--- src/rtl/wbu.sv ---
// Write-back unit: latches one retired instruction from the LSU, commits GPR/CSR
// writes for one cycle, then hands the computed next PC to the IFU.
module wbu #(
  parameter logic [31:0] RESET_PC      = 32'h8000_0000,
  parameter logic [31:0] MCAUSE_ECALL  = 32'd11,
  parameter logic [63:0] MINSTRET_INIT = 64'd0
) (
  input  logic        clk,
  input  logic        rst,
  input  logic        valid_in_lsu,
  output logic        ready_out_lsu,
  input  logic        ben,
  input  logic [31:0] pc,
  input  logic [6:0]  opcode,
  input  logic [31:0] alu_out,
  input  logic [31:0] csr_out,
  input  logic [31:0] rdata,
  input  logic        gpr_wen,
  input  logic [4:0]  rd,
  input  logic        csr_wen,
  input  logic [11:0] csr_waddr,
  input  logic [31:0] csr_wdata,
  input  logic        is_ecall,
  input  logic        is_mret,
  input  logic [1:0]  rresp,
  input  logic [1:0]  bresp,
  input  logic [31:0] mtvec,
  input  logic [31:0] mepc,
  output logic        gpr_we,
  output logic [4:0]  gpr_waddr,
  output logic [31:0] gpr_wdata,
  output logic        csr_we0,
  output logic [11:0] csr_waddr0,
  output logic [31:0] csr_wdata0,
  output logic        csr_we1,
  output logic [11:0] csr_waddr1,
  output logic [31:0] csr_wdata1,
  output logic        valid_out_ifu,
  input  logic        ready_in_ifu,
  output logic [31:0] next_pc,
  output logic [63:0] minstret,
  output logic        bus_err
);

  localparam logic [6:0] OP_LOAD   = 7'b0000011;
  localparam logic [6:0] OP_STORE  = 7'b0100011;
  localparam logic [6:0] OP_JAL    = 7'b1101111;
  localparam logic [6:0] OP_JALR   = 7'b1100111;
  localparam logic [6:0] OP_BRANCH = 7'b1100011;
  localparam logic [6:0] OP_SYSTEM = 7'b1110011;

  localparam logic [11:0] CSR_MEPC   = 12'h341;
  localparam logic [11:0] CSR_MCAUSE = 12'h342;

  typedef enum logic [1:0] {IDLE, COMMIT, WAIT_IFU, HALT} state_t;

  state_t      state_reg, state_next;
  logic        ben_reg, gpr_wen_reg, csr_wen_reg, is_ecall_reg, is_mret_reg;
  logic [31:0] pc_reg, alu_out_reg, csr_out_reg, rdata_reg, csr_wdata_reg;
  logic [31:0] mtvec_reg, mepc_reg;
  logic [6:0]  opcode_reg;
  logic [4:0]  rd_reg;
  logic [11:0] csr_waddr_reg;
  logic [31:0] next_pc_reg;
  logic [63:0] minstret_reg;

  logic        accept;
  logic        resp_err;
  logic        commit;
  logic [31:0] pc_plus4;
  logic [31:0] gpr_data;
  logic [31:0] pc_target;

  assign accept   = (state_reg == IDLE) && valid_in_lsu;
  // Bus errors are judged on the response presented with the handshake.
  assign resp_err = ((opcode == OP_LOAD) && (rresp != 2'b00)) ||
                    ((opcode == OP_STORE) && (bresp != 2'b00));
  assign commit   = (state_reg == COMMIT);
  assign pc_plus4 = pc_reg + 32'd4;

  always_ff @(posedge clk or posedge rst) begin
    if (rst) begin
      state_reg     <= IDLE;
      ben_reg       <= 1'b0;
      gpr_wen_reg   <= 1'b0;
      csr_wen_reg   <= 1'b0;
      is_ecall_reg  <= 1'b0;
      is_mret_reg   <= 1'b0;
      pc_reg        <= '0;
      alu_out_reg   <= '0;
      csr_out_reg   <= '0;
      rdata_reg     <= '0;
      csr_wdata_reg <= '0;
      mtvec_reg     <= '0;
      mepc_reg      <= '0;
      opcode_reg    <= '0;
      rd_reg        <= '0;
      csr_waddr_reg <= '0;
      next_pc_reg   <= RESET_PC;
      minstret_reg  <= MINSTRET_INIT;
    end else begin
      state_reg <= state_next;
      if (accept) begin
        ben_reg       <= ben;
        gpr_wen_reg   <= gpr_wen;
        csr_wen_reg   <= csr_wen;
        is_ecall_reg  <= is_ecall;
        is_mret_reg   <= is_mret;
        pc_reg        <= pc;
        alu_out_reg   <= alu_out;
        csr_out_reg   <= csr_out;
        rdata_reg     <= rdata;
        csr_wdata_reg <= csr_wdata;
        mtvec_reg     <= mtvec;
        mepc_reg      <= mepc;
        opcode_reg    <= opcode;
        rd_reg        <= rd;
        csr_waddr_reg <= csr_waddr;
      end
      if (commit) begin
        next_pc_reg  <= pc_target;
        minstret_reg <= minstret_reg + 64'd1;
      end
    end
  end

  always_comb begin
    state_next = state_reg;
    case (state_reg)
      IDLE:     if (valid_in_lsu) state_next = resp_err ? HALT : COMMIT;
      COMMIT:   state_next = WAIT_IFU;
      WAIT_IFU: if (ready_in_ifu) state_next = IDLE;
      HALT:     state_next = HALT;
      default:  state_next = IDLE;
    endcase
  end

  always_comb begin
    gpr_data = alu_out_reg;
    case (opcode_reg)
      OP_LOAD:         gpr_data = rdata_reg;
      OP_JAL, OP_JALR: gpr_data = pc_plus4;
      OP_SYSTEM:       gpr_data = csr_out_reg;
      default:         gpr_data = alu_out_reg;
    endcase
  end

  always_comb begin
    pc_target = pc_plus4;
    if (is_ecall_reg)                 pc_target = mtvec_reg;
    else if (is_mret_reg)             pc_target = mepc_reg;
    else if (opcode_reg == OP_JAL)    pc_target = alu_out_reg;
    else if (opcode_reg == OP_JALR)   pc_target = alu_out_reg & ~32'd1;
    else if (opcode_reg == OP_BRANCH) pc_target = ben_reg ? alu_out_reg : pc_plus4;
  end

  // Write ports are quiet (zero) outside COMMIT so downstream sees clean pulses.
  always_comb begin
    gpr_we     = 1'b0;
    gpr_waddr  = '0;
    gpr_wdata  = '0;
    csr_we0    = 1'b0;
    csr_waddr0 = '0;
    csr_wdata0 = '0;
    csr_we1    = 1'b0;
    csr_waddr1 = '0;
    csr_wdata1 = '0;
    if (commit) begin
      gpr_we    = gpr_wen_reg && (rd_reg != 5'd0);
      gpr_waddr = rd_reg;
      gpr_wdata = gpr_data;
      if (is_ecall_reg) begin
        csr_we0    = 1'b1;
        csr_waddr0 = CSR_MEPC;
        csr_wdata0 = pc_reg;
        csr_we1    = 1'b1;
        csr_waddr1 = CSR_MCAUSE;
        csr_wdata1 = MCAUSE_ECALL;
      end else begin
        csr_we0    = csr_wen_reg;
        csr_waddr0 = csr_waddr_reg;
        csr_wdata0 = csr_wdata_reg;
      end
    end
  end

  assign ready_out_lsu = (state_reg == IDLE);
  assign valid_out_ifu = (state_reg == WAIT_IFU);
  assign bus_err       = (state_reg == HALT);
  assign next_pc       = next_pc_reg;
  assign minstret      = minstret_reg;

endmodule

--- config.mk ---
export PLATFORM = sky130hd
export DESIGN_NAME = wbu
export DESIGN_NICKNAME = d
export VERILOG_FILES = /design/src/rtl/wbu.sv
export SDC_FILE = /design/constraint.sdc
export NUM_CORES = 1
export LEC_CHECK = 0
export BUFFER_PORTS_ARGS = -buffer_cell sky130_fd_sc_hd__buf_4
export CORE_MARGIN = 2
export CORE_UTILIZATION = 40
export DETAILED_ROUTE_END_ITERATION = 10
export PLACE_DENSITY_LB_ADDON = 0.05
export SETUP_SLACK_MARGIN = 0.1
export SLEW_MARGIN = 40
export SYNTH_ARGS = -nofsm -noshare
export SYNTH_HDL_FRONTEND = slang
export SYNTH_SLANG_ARGS = --single-unit
export TNS_END_PERCENT = 10
--- constraint.sdc ---
create_clock -name clk -period 28 [get_ports clk]
set_clock_uncertainty 0.2 [all_clocks]
set_input_delay 2.8 -clock clk [delete_from_list [all_inputs] [get_ports clk]]
set_output_delay 2.8 -clock clk [all_outputs]
set_load 0.005 [all_outputs]
# [Word-level counts from Yosys, hierarchy flattened]
# Index checks and enable logic that the tools add are counted.
[op_classes] mux=26 n_eq_ne=12 n_addsub=2 n_reduce_logical=11
[op_table] cell="2-to-1 mux 32 bit" count=9
[op_table] cell="case mux 32 bit (3 select lines)" count=1
[op_table] cell="adder 64 x 1 -> 64 bit, second input constant" count=1
[op_table] cell="adder 32 x 3 -> 32 bit, second input constant" count=1
[op_table] cell="equality test 7 bit, second input constant" count=4
[op_table] cell="2-to-1 mux 12 bit" count=2
[op_table] cell="2-to-1 mux 10 bit" count=2
[op_table] cell="equality test 7 x 2 -> 1 bit, second input constant" count=2
[op_table] cell="2-to-1 mux 4 bit" count=2
[op_table] cell="case mux 2 bit (4 select lines)" count=1
[op_table] cell="equality test 7 x 6 -> 1 bit, second input constant" count=1
[op_table] cell="2-to-1 mux 2 bit" count=3
[op_table] cell="2-to-1 mux 1 bit" count=5
[op_table] cell="2-to-1 mux 5 bit" count=1
[op_table] cell="nonzero test 5 bit" count=1
[op_table] cell="equality test 2 bit, second input constant" count=2
[op_table] cell="logical AND 1 bit" count=4
[op_table] cell="nonzero test 2 bit" count=2
[op_table] cell="equality test 2 x 1 -> 1 bit, second input constant" count=1
[op_table] cell="logical NOT 2 bit" count=1
[op_table] cell="inequality test 2 x 1 -> 1 bit, second input constant" count=1
[op_table] cell="inequality test 2 bit, second input constant" count=1
[op_table] cell="AND reduction 2 bit" count=1
[op_table] cell="OR reduction 2 bit" count=1
[op_table] cell="logical OR 1 bit" count=1
[word_totals] input_bits=261 regBits=351 out_inout_bits=227 word_cells=69

# [Depth between registers and ports, before layout]
# Gate-level depths: netlist (run 1).
[depth] word_depth=7 depth_mapped=9 depth_no_buf=8

# [Worst setup path after synthesis (run 1)]
# No wires, ideal clock.
[synth_path] path_type="register to output" start="register pc_reg[2]" end="output gpr_wdata[28]" n_path_buf=0 setup_slack_ps=23250 required_time_ps=25000 stages_incl_launch_ff=8 arrival_ps=1750 cell_sequence="dfrtp_1 > ha_1 > nand4_2 > nor3_2 > nand3_1 > xnor2_1 > a222oi_1 > a21oi_1"
[synth_between] elab_chain_cells=3
[synth_rtl] item="from (decl)" line_no="59" text="logic [31:0] pc_reg, alu_out_reg, csr_out_reg, rdata_reg, csr_wdata_reg;"
[synth_rtl] item="from (signal assigned)" line_no="109" text="pc_reg <= pc;"
[synth_rtl] item="adder 32 x 3 -> 32 bit" line_no="79" text="assign pc_plus4 = pc_reg + 32'd4;"
[synth_rtl] item="case mux 32 bit (3 select lines)" line_no="140" text="case (opcode_reg)"
[synth_rtl] item="2-to-1 mux 32 bit" line_no="168" text="if (commit) begin"
[synth_rtl] item="to (decl)" line_no="31" text="output logic [31:0] gpr_wdata,"
# Every way passes these cells.

# [Worst setup path in the final report (run 1)]
[layout_path] start="register pc_reg[2]" end="output gpr_wdata[30]"
# The elaborated chain is that of the path after synthesis.

==> results.yml, run 1 <==
placement:
  port_buffers: 450
  hpwl_um: 39400
  gp_congestion: 0.856
  placed_area_um2: 20400
setup_path:
  reg2reg_from: "state_reg[0]"
  required_ns: 25.00
  ff2ff_path_depth: 6
  path_cells: "ha_1 -> nand4_2 -> nor3_2 -> nand3_1 -> xnor2_1 -> a222oi_1 -> a21oi_1 -> buf_4"
  worstSetupPathType: "reg -> out"
  regToRegEndpoint: "mepc_reg[30]"
  reg2reg_setup_slack_ns: 24.49
  cp_max_fo: 6
  start_kind: "flip-flop"
  critical-path-slowest-cell: "nor3_2"
  critPathTopFamily: "simple AND/OR/NAND/NOR gates"
  crit_arrival_ns: 2.98
  path_buf_inv: 1
  worst_setup_path_end_kind: "output port"
  max_stage_delay_ns: 0.52
power:
  power.internal_mw: 1.50
  power_frac_comb_pct: 37.9
  seq_power_share_pct: 39.3
  p_leak_nw: 10.1
  p_sw_mw: 0.820
  p_per_area_nw_per_um2: 106
  ir_worst_vdd_v: 0.0000577
  p_sw_share_pct: 35.4
  clock_power_share_pct: 22.7
global_route:
  antenna_found_initial: 8
  track_usage_pct: 24.4
  grt_max_degree: 122
  grt_overflow: 0
  grt_pass1_wl_um: 80900
  grt_pass1_vias: 12900
synthesis:
  avgSynthCellArea_um2: 11.7
  synthTopCellsByArea: "dfrtp_1 (52%), mux2_2 (17%), xnor2_1 (2.9%)"
  synthFlopType: "dfrtp_1"
  yosysUniqueCellTypes: 56
  synth_edf_count: 0
  synth-seq-cells: 351
  syn_area_um2: 16700
  synth_top_area_cell: "dfrtp_1"
  ys_seq_area_share_pct: 52.6
  async_reset_ff_share_pct: 100
  synth_top_area_share_pct: 52.4
  ys_warn_count: 0
  netlist_instances: 1424
cts:
  clkLatencyLatePin_ns: 0.56
  cts_setup_buffers: 0
  cts_resized: 0
  cts.htree.levels: 2
  cts_buffer_depth: 3
  numCtsBuffers: 41
  path_clk_slew_ns: 0.06
  postCtsHoldBufs: 0
  cts-root-buf: "clkbuf_16"
  clock-sinks: 351
  tritoncts: "done"
floorplanning:
  io_pins: 488
  die_w_um: 208
  dieArea_um2: 43400
  core_area_um2: 41000
  initial_core_util_pct: 40.7
  die_h_um: 208
  rows: 74
sta:
  hold_viol: 0
  tightest_slew_ns: 0.830
  setup_viol_count_final: 0
  fmax_ghz: 0.167
  slew_viol_final: 0
  tns_ns: 0
  fin_hold_ws_ns: 0.270
  slew_headroom_pct: 44.2
  period_share_pct: 21.4
  min_period_ns: 5.98
  rsz0062_at_grt: "no"
drt:
  totalWireLength_um: 54100
  drt_iter0_markers: 897
  viasPerCell: 5.31
  vias: 12800
  drt-pass1-iter-count: 7
  wl_per_cell_um: 22.5
  drcViolationCount: 0
  postRouteAntennaNets: 0
layout:
  fin_area_um2: 21700
  final_cell_mix: "buf_4 (462), dfrtp_1 (348), mux2_2 (256)"
  final_common_cell: "buf_4"
  drive_above_1_share_pct: 43.4
  largest_reg_flops: 64
  finalNetCount: 2106
  syn_to_final_growth_pct: 30.2
run:
  maxCapViolCount: 0
hold_path:
  hold_path_depth: 1
  hold_end: "minstret[63]"
  holdCritStartpoint: "minstret[63]"
  min_path_type: "reg -> reg"
status:
  status: "completed"
cells by family (layout without fill, tap and decap cells):
group | Yosys count | in the layout | synth area share [%]
buffers and inverters | 150 | 560 | 4.63
AND/OR/NAND/NOR | 337 | 337 | 10.2
flip-flops | 351 | 351 | 52.6
XOR/XNOR | 91 | 91 | 4.77
AO/OA/AOI/OAI | 195 | 195 | 7.81
multiplexers | 293 | 293 | 19.5
adder cells (fa/ha/maj) | 6 | 6 | 0.450
other | 1 | 43 | 0.0225
cell type report:
type / count / area, um^2
Fill cell: 3756 / 19300
Sequential cell: 351 / 8790
Multi-Input combinational cell: 959 / 7310
Timing Repair Buffer: 469 / 3580
Clock buffer: 66 / 1240
Tap cell: 532 / 666
Inverter: 17 / 76.3
Clock inverter: 8 / 71.3
Antenna cell: 6 / 15.0
per-layer routing:
layer | part of all wire, % | wire length, um | global-route usage, % | up-vias
met5 | 0.024 | 13 | 0 | -
met4 | 2.9 | 1580 | 8.78 | 2
met3 | 8.6 | 4650 | 7.62 | 75
met2 | 46 | 24900 | 37.7 | 467
met1 | 42 | 23000 | 32.4 | 6377
li1 | - | - | - | 5874
cell usage after synthesis (2+ instances only):
| cell type | count |
|---|---|
| a31oi_1 | 11 |
| o311a_1 | 4 |
| buf_6 | 3 |
| mux2_2 | 256 |
| or3_1 | 6 |
| buf_1 | 2 |
| and4_1 | 11 |
| ha_1 | 6 |
| dfrtp_1 | 350 |
| and2_1 | 8 |
| o21a_1 | 7 |
| nor4_1 | 2 |
| xnor2_1 | 56 |
| a222oi_1 | 31 |
| o211ai_1 | 12 |
| buf_4 | 47 |
| a21oi_1 | 51 |
| o31a_1 | 3 |
| o21ai_1 | 4 |
| nor2b_1 | 2 |
| o22ai_1 | 9 |
| and3_1 | 22 |
| nor2_1 | 93 |
| nand3_1 | 48 |
| xor2_1 | 35 |
| nor3_1 | 13 |
| nor3_2 | 5 |
| buf_2 | 9 |
| o2bb2ai_1 | 6 |
| nand2_1 | 86 |
| clkbuf_1 | 72 |
| o21ai_0 | 48 |
| inv_1 | 16 |
| nor4_4 | 2 |
| nand4_1 | 30 |
| mux2i_1 | 37 |
| nand3_4 | 2 |
worst max-delay path by stage:
stage                  from        endpoint  cells past startpoint  slack [ns]
2_1_floorplan           rst  alu_out_reg[0]                      1       15.27
3_3_place_gp   valid_in_lsu    mepc_reg[11]                      5       21.98
3_5_place_dp   valid_in_lsu    rdata_reg[9]                      5       22.29
4_1_cts           pc_reg[2]   gpr_wdata[30]                      8       21.92
5_1_grt           pc_reg[2]   gpr_wdata[30]                      8       21.71
6_report          pc_reg[2]   gpr_wdata[30]                      8       22.02
per-stage QoR:
step / total power, mW / std cells / setup slack, ns / utilization, %
after floorplan: 1.41 / 1460 / 15.27 / -
after global placement: 1.78 / 2326 / 21.98 / 49.6
after detailed placement: 1.80 / 2328 / 22.29 / 49.8
after CTS: 2.34 / 2402 / 21.92 / 53.0
after global routing: 2.46 / 2407 / 21.71 / 53.0
final: 2.32 / 2408 / 22.02 / 53.0
power groups by stage:
stage,Sequential [mW],Combinational [mW],Clock [mW]
after floorplan,0.840,0.575,0
after global placement,0.909,0.873,0
after detailed placement,0.916,0.886,0
after CTS,0.908,0.889,0.540
after global routing,0.938,0.957,0.562
final,0.911,0.879,0.527
No activity file was read; power rests on OpenSTA's default activity.
==> run 2: changes to the inputs <==
clock period = 5.4 ns   (was 28 ns; I/O delays follow)
==> results.yml, run 2 (synthesized netlist as in run 1, its figures left out) <==
status:
  status: "completed"
sta:
  min_period_ns: 3.81
  fin_ws_ns: 1.59
  period_share_pct: 70.6
  rsz0062_at_grt: "no"
  hold_viol: 0
  setup_viol_count_final: 0
  slew_viol_final: 0
  slew_headroom_pct: 42.8
  tightest_slew_ns: 0.858
  fmax_ghz: 0.262
  fin_hold_ws_ns: 0.0269
floorplanning:
  initial_core_util_pct: 40.7
  die_h_um: 208
  dieArea_um2: 43400
  rows: 74
  core_area_um2: 41000
  die_w_um: 208
  io_pins: 488
cts:
  cts.htree.levels: 2
  clock-sinks: 351
  cts_resized: 0
  numCtsBuffers: 41
  path_clk_slew_ns: 0.06
  cts_buffer_depth: 3
  clkLatencyLatePin_ns: 0.57
  cts-root-buf: "clkbuf_16"
  tritoncts: "done"
global_route:
  grt_overflow: 0
  track_usage_pct: 25.5
  grt_pass1_vias: 14100
  antenna_found_initial: 5
  grt_max_degree: 147
  grt_pass1_wl_um: 85500
placement:
  hpwl_um: 39300
  post-place-ws_ns: 2.21
  gp_congestion: 0.850
  placed_area_um2: 20400
  port_buffers: 450
setup_path:
  max_stage_delay_ns: 0.60
  reg2reg_setup_slack_ns: 2.40
  path_cells: "ha_1 -> nand4_2 -> nor3_2 -> nand3_1 -> xnor2_1 -> a222oi_1 -> a21oi_1 -> buf_4"
  critPathTopFamily: "simple AND/OR/NAND/NOR gates"
  required_ns: 4.66
  crit_end: "gpr_wdata[30]"
  worstSetupPathType: "reg -> out"
  worst_setup_path_end_kind: "output port"
  reg2reg_from: "state_reg[1]"
  startpoint: "pc_reg[2]"
  path_buf_inv: 1
  start_kind: "flip-flop"
  crit_arrival_ns: 3.07
  critical-path-slowest-cell: "nor3_2"
  crit_cells: 8
  cp_max_fo: 6
  regToRegEndpoint: "minstret[63]"
  ff2ff_path_depth: 8
layout:
  fillers: 3472
  finalNetCount: 2337
  largest_reg_flops: 64
  drive_above_1_share_pct: 38.6
  syn_to_final_growth_pct: 44.8
  final_cell_mix: "buf_4 (460), dfrtp_1 (348), mux2_2 (256)"
  final_common_cell: "buf_4"
  fin_area_um2: 24200
drt:
  totalWireLength_um: 56000
  drt_iter0_markers: 1034
  wirelength_met1_um: 24900
  drcViolationCount: 0
  top_layer: "met4"
  viasPerCell: 5.18
  routed-wl-met2_um: 26000
  postRouteAntennaNets: 0
  wl_per_cell_um: 21.2
  vias: 13700
  wl_met3_um: 3370
  drt-pass1-iter-count: 6
power:
  p_per_area_nw_per_um2: 511
  p_leak_nw: 11.1
  ir_worst_vdd_v: 0.000286
hold_path:
  holdCritStartpoint: "csr_waddr[11]"
  min_path_type: "in -> reg"
run:
  maxCapViolCount: 0
==> run 2: cell types whose count changed in the layout (fill, tap and decap cells not counted), moves of 2 or more <==
cell	change
clkinv_2	-3
dlygate4sd3_1	+233
bufinv_16	+2
clkbuf_8	+3
buf_4	-2
buf_6	-3
buf_12	+2
==> run 2: layout make-up <==
cell class              count  area, um^2  area share (%)
repair buffers            700        5930            24.5
clock buffers              69        1280            5.31
inverters                  17        67.6           0.279
clock inverters             6         109           0.450
diodes                      5        12.5          0.0518
well taps                 532         666            2.75
flip-flops and latches    351        8790            36.4
multi-input cells         959        7310            30.3
==> run 2: worst min-delay path by stage <==
| stage | cells past startpoint | endpoint |
|---|---|---|
| after floorplan | 1 | minstret[63] |
| after global placement | 1 | minstret[63] |
| after detailed placement | 1 | minstret[63] |
| after CTS | 2 | rd_reg[2] |
| after global routing | 2 | csr_waddr_reg[0] |
| final | 2 | csr_waddr_reg[11] |
==> run 2: worst register-to-register path, cell delays in order, from the launching register on <==
cell and delay, ns:
dfrtp_1 0.42, inv_1 0.13, ha_4 0.48, and3_1 0.34, nand4_1 0.29, nor2_1 0.51
nand3_4 0.19, nor3_2 0.21, xor2_1 0.15
==> run 2: through the flow <==
| step | total power, mW | util [%] | setup TNS, ns | cells |
|---|---|---|---|---|
| 6_report | 12.4 | 58.9 | 0 | 2639 |
| 5_1_grt | 13.1 | 58.9 | 0 | 2639 |
| 4_1_cts | 12.4 | 58.8 | 0 | 2633 |
| 3_5_place_dp | 9.36 | 49.7 | 0 | 2325 |
| 3_3_place_gp | 9.29 | 49.7 | 0 | 2324 |
| 2_1_floorplan | 7.33 | - | -13.85 | 1460 |
==> run 2: power breakdown <==
group / leakage (nW) / total (mW) / switching, mW / internal, mW
Combinational: 6.16 / 4.70 / 2.23 / 2.47
Sequential: 4.26 / 4.78 / 1.00 / 3.78
Clock: 0.681 / 2.87 / 1.12 / 1.76
==> run 2: layer usage <==
| layer | track usage (%) | vias to the layer above |
|---|---|---|
| met5 | 0 | - |
| met4 | 8.68 | 0 |
| met3 | 5.48 | 91 |
| met2 | 40.2 | 450 |
| met1 | 34.9 | 6791 |
| li1 | - | 6336 |
==> run 2: what timing repair did <==
item,4_1_cts,5_1_grt
hold buffers,233,0
buffers inserted,0,0
endpoints found under the hold margin,299,0
